$ cat config.mk
export PLATFORM = sky130hd
export DESIGN_NAME = add_round_key
export DESIGN_NICKNAME = d
export VERILOG_FILES = /design/src/rtl/aes_pkg.sv /design/src/rtl/ark_column.sv /design/src/rtl/add_round_key.sv
export SDC_FILE = /design/constraint.sdc
export NUM_CORES = 1
export LEC_CHECK = 0
export ABC_CLOCK_PERIOD_IN_PS = 800
export CAP_MARGIN = 20
export CORE_AREA = 2 2 153 155
export DETAILED_ROUTE_END_ITERATION = 7
export DIE_AREA = 0 0 155 157
export DONT_BUFFER_PORTS = 1
export SETUP_SLACK_MARGIN = 0.1
export SKIP_CTS_REPAIR_TIMING = 1
export SLEW_MARGIN = 20
export SYNTH_ARGS = -nofsm -noshare
export SYNTH_HDL_FRONTEND = slang
export SYNTH_HIERARCHICAL = 1
export SYNTH_SLANG_ARGS = --single-unit
$ cat constraint.sdc
create_clock -name clk -period 0.8 [get_ports clk]
set_clock_uncertainty 0.05 [all_clocks]
set_input_delay 0.08 -clock clk [delete_from_list [all_inputs] [get_ports clk]]
set_output_delay 0.08 -clock clk [all_outputs]
set_load 0.01 [all_outputs]
$ cat src/rtl/aes_pkg.sv
// aes_pkg: shared AES widths and column/state types
package aes_pkg;
    localparam int AES_BLOCK_W = 128;
    localparam int AES_WORD_W  = 32;
    localparam int AES_NCOL    = AES_BLOCK_W / AES_WORD_W;

    typedef logic [AES_WORD_W-1:0] aes_word_t;
    typedef aes_word_t [AES_NCOL-1:0] aes_state_t;

    function automatic aes_word_t xor_word(input aes_word_t a, input aes_word_t b);
        return a ^ b;
    endfunction
endpackage

$ cat src/rtl/ark_column.sv
// ark_column: combinational XOR of one 32-bit state column with its key column
module ark_column
    import aes_pkg::*;
(
    input  aes_word_t state_col,
    input  aes_word_t key_col,
    output aes_word_t result_col
);
    assign result_col = xor_word(state_col, key_col);
endmodule

$ cat src/rtl/add_round_key.sv
// add_round_key: registered AES AddRoundKey stage, 1-cycle latency, 1 word/cycle.
// ADD_ROUND_KEY_OUT_MASK_EN: when defined, data_out reads 0 whenever valid_out is 0.
module add_round_key
    import aes_pkg::*;
#(
    parameter int DATA_W = AES_BLOCK_W
) (
    input  logic              clk,
    input  logic              reset,
    input  logic              data_valid_in,
    input  logic              key_valid_in,
    input  logic [DATA_W-1:0] data_in,
    input  logic [DATA_W-1:0] round_key,
    output logic              valid_out,
    output logic [DATA_W-1:0] data_out
);
    localparam int NCOL = DATA_W / AES_WORD_W;

    logic              accept;
    logic [DATA_W-1:0] xor_out;

    assign accept = data_valid_in & key_valid_in;

    for (genvar c = 0; c < NCOL; c++) begin : g_col
        ark_column u_col (
            .state_col (data_in[c*AES_WORD_W +: AES_WORD_W]),
            .key_col   (round_key[c*AES_WORD_W +: AES_WORD_W]),
            .result_col(xor_out[c*AES_WORD_W +: AES_WORD_W])
        );
    end

    // register the result on accept; a lone valid on either side is dropped
    always_ff @(posedge clk or negedge reset) begin
        if (!reset) begin
            valid_out <= 1'b0;
            data_out  <= '0;
        end else begin
            valid_out <= accept;
`ifdef ADD_ROUND_KEY_OUT_MASK_EN
            data_out  <= accept ? xor_out : '0;
`else
            if (accept) data_out <= xor_out;
`endif
        end
    end
endmodule

==> After elaboration in Yosys (flattened, before gate mapping) <==
Index checks and enable logic that the tools add are counted.
{ "totals": {"register_bits": 129, "inputBits": 260, "out_inout_bits": 129, "word_cells": 7} }
{ "op_classes": {"bitwise": 5} }
{ "ops": {"columns": ["cell", "count"], "rows": [
  ["bitwise XOR 32 bit", 4],
  ["AND 1 bit", 1]
]} }

==> Logic depth before layout (Yosys ltp) <==
{ "logic_depth": {"depth_word": 1, "depth_mapped": 4, "mapped_depth_nobuf": 2} }

==> Cells and area by module <==
The synthesis kept the hierarchy.
{ "modules_own_cells": {"columns": ["mod", "n_inst", "cells_each", "area_each_um2", "seq_area_each_um2"], "rows": [
  ["add_round_key", 1, 272, 5208.7, 3228.1],
  ["ark_column", 4, 32, 280.3, 0.0]
]} }

==> Worst setup path after synthesis <==
No wires, ideal clock.
{ "synth_path": {"kind": "input-to-reg", "from": "input data_valid_in", "to": "register data_out[100]", "setup_time_ns": 0.125, "arrival_ns": 0.836, "t_required_ns": 0.625, "slack_ns": -0.211, "stages": 4, "path_buffers": 2, "cell_sequence": "and2_4 buf_6 buf_6 mux2_4"} }
{ "synth_between": {"elab_chain_len": 1} }
{ "synth_lines": {"columns": ["item", "line", "source"], "rows": [
  ["from (decl)", "add_round_key.sv:10", "input logic data_valid_in,"],
  ["AND 1 bit", "add_round_key.sv:22", "assign accept = data_valid_in & key_valid_in;"],
  ["to (signal assigned)", "add_round_key.sv:42", "if (accept) data_out <= xor_out;"],
  ["to (decl)", "add_round_key.sv:15", "output logic [DATA_W-1:0] data_out"]
]} }
Every way passes these cells.
A chain may end at the register's enable or synchronous reset.

==> Worst setup path after layout <==
{ "layout_path": {"from": "register data_out[57]", "to": "output data_out[57]"} }
No word-level cell between the ends.

==> reports/qor.csv <==
stage,metric,value,unit
layout,multiInputGateArea,2970,sq um
synthesis,synth_area_leader_cell,dfrtp_1,
floorplanning,core_region_area,22500,sq um
detailed_routing,drt_pass1_iterations,2,
detailed_routing,first_iter_violations,115,
detailed_routing,vias_per_cell,4.31,
floorplanning,die_x,155,microns
timing,period_minus_slack,1.18,ns
synthesis,yosys_register_bits,129,
global_route,grt_usage,0.120,
global_route,grt_first_pass_wirelength,22.4,mm
cts,clk_pin_slew_worst_paths,0.06,ns
critical_path,critical_path.endpoint_type,output port,
layout,nets,930,
placement,dp_hpwl,11.4,mm
layout,seqCellArea,3230,sq um
critical_path,cp.arrival,1.05,ns
cts,cts.path.max_buffers,2,
critical_path,cp_max_fo,2,
pwr,p_total,0.0262,W
cts,h-tree-depth,4,
detailed_routing,wirelength,16.4,mm
timing,slew_headroom,0.751,
critical_path,max_stage_delay,0.41,ns
synthesis,synth_area_leaders,"dfrtp_1, mux2_4, xor2_1",
global_route,grt_pass1_vias,4340,
critical_path,reg2reg_to,data_out[57]$_DFFE_PN0P_,
critical_path,cp-startpoint,data_out[57]$_DFFE_PN0P_,
min_path,hold_class,in -> async,
layout,layoutNonFillerInstCount,967,
critical_path,r2r_start,data_out[57]$_DFFE_PN0P_,
detailed_routing,ant_nets,0,
floorplanning,ioPinCount,389,
synthesis,synth_area_per_cell,15.8,sq um
critical_path,slowest_stage,dfrtp_1,
critical_path,crit_family,flip-flops,
placement,dpl.cell_count,882,
cts,clkLatencyLatePin,0.40,ns
cts,numCtsBuffers,17,
critical_path,path_common_cell,buf_6,
detailed_routing,post_drt_wl_per_cell,16.9,microns
cts,clock_sinks,129,
layout,drive_gt1_frac,0.622,
placement,gp_congestion,0.776,
floorplanning,dieHeight,157,microns
timing,rsz0062_at_grt,true,
synthesis,syn_nets,660,
detailed_routing,vias,4163,
critical_path,worst-endpoint-required,0.67,ns
timing,hold_slack,-0.680,ns
critical_path,cp.depth,2,
critical_path,worstSetupEndpoint,data_out[57],
critical_path,reg2reg_slack,-0.18,ns
pwr,p_per_area,2620,nW/um^2
timing,fin_crit_sh,1.48,
synthesis,netlist_instances,400,
timing,drv_slew,0,
floorplanning,initial_core_util,0.281,
timing,setup_viol,257,
job,maxCapViolCount,0,
layout,area_growth,58.2,%
synthesis,synth_top_cell_area_share,0.510,
timing,max_freq,847,MHz
timing,setup_slack,-0.380,ns
cts,clockRootBuffer,clkbuf_16,
critical_path,worstPathBufferInverterCount,2,
synthesis,ys_warn_count,6,
layout,final_core_util,0.445,
critical_path,worstSetupStartpointType,register,
critical_path,worst-r2r-cell-count,2,
critical_path,critical_path_class,reg -> out,
synthesis,synthDistinctLibCells,7,
global_route,gr-total-overflow,0,
status,violations,"negative hold slack, negative setup slack",
timing,worst_slew_pin_slew,0.373,ns
layout,diodes,0,
critical_path,cp_cell_sequence,buf_6 -> buf_6,
status,status,"complete, but fails checks",
timing,hold_viol_final,257,
floorplanning,design.die.area,24300,sq um
floorplanning,row_count,55,
cts,cts_tree,yes,
layout,layout_common_cells,"buf_6, dfrtp_1, xor2_1",
pwr,leakagePower,4.81,nW
detailed_routing,drc,0,
layout,mostFrequentLayoutCell,buf_6,
placement,port_buffers,0,
layout,fillCellCount,2032,
synthesis,netlist_area,6330,sq um
global_route,antenna_found_initial,0,
pwr,peakVddDrop,1520,uV
synthesis,ys_seq_area_frac,0.510,
global_route,grt_max_degree,130,
## final cells by class
class | instances | area share
flip-flops and latches | 129 | 0.322
multi-input cells | 257 | 0.296
repair buffers | 265 | 0.280
clock buffers | 18 | 0.0428
well taps | 285 | 0.0356
clock inverters | 13 | 0.0236
## report_power, final
group | switching (W) | internal, W | total (W) | leakage (nW)
combinational | 0.00248 | 0.00612 | 0.00860 | 2.97
clock | 0.00292 | 0.00585 | 0.00877 | 0.320
sequential | 0.00103 | 0.00782 | 0.00885 | 1.51
total | 0.00643 | 0.0198 | 0.0262 | 4.81
## stage by stage
step                TNS, ns  setup WS (ns)  area, sq um
finish               -49.13         -0.380        10000
detailed placement   -35.95         -0.333         8170
global placement     -34.06         -0.310         8170
global route         -57.57         -0.431        10000
CTS                  -47.27         -0.453         8830
floorplan            -23.79         -0.201         6390
## state kept, by name (all words and copies together), names as in the netlist
register	flops
data_out	128
valid_out	1
## synthesized netlist by cell type
cell type	number
dfrtp_1	129
xor2_1	128
mux2_4	101
mux2_2	27
buf_6	13
and2_4	1
buf_2	1
## metal layers
layer	vias to the layer above	GRT usage	routed length (microns)
met5	-	0	0
met2	237	0.224	9160
met4	0	0.0454	255
met1	2031	0.129	5780
li1	1877	-	-
met3	18	0.0322	1160
## cell families (layout without fill, tap and decap cells)
kind of cell / after synthesis / in the layout / share of synthesized area
multiplexers: 128 / 128 / 0.288
AND/OR/NAND/NOR: 1 / 1 / 0.00138
buffers and inverters: 14 / 296 / 0.0239
flip-flops: 129 / 129 / 0.510
XOR/XNOR: 128 / 128 / 0.177
## worst min-delay path by stage
stage	end	slack, ns	from
CTS	data_out[110]$_DFFE_PN0P_	-0.71	reset
detailed placement	data_out[110]$_DFFE_PN0P_	-0.26	reset
global placement	data_out[110]$_DFFE_PN0P_	-0.26	reset
floorplan	data_out[0]$_DFFE_PN0P_	-0.27	reset
finish	data_out[110]$_DFFE_PN0P_	-0.68	reset
global route	data_out[110]$_DFFE_PN0P_	-0.72	reset
Power figures use the tool's default switching activity.
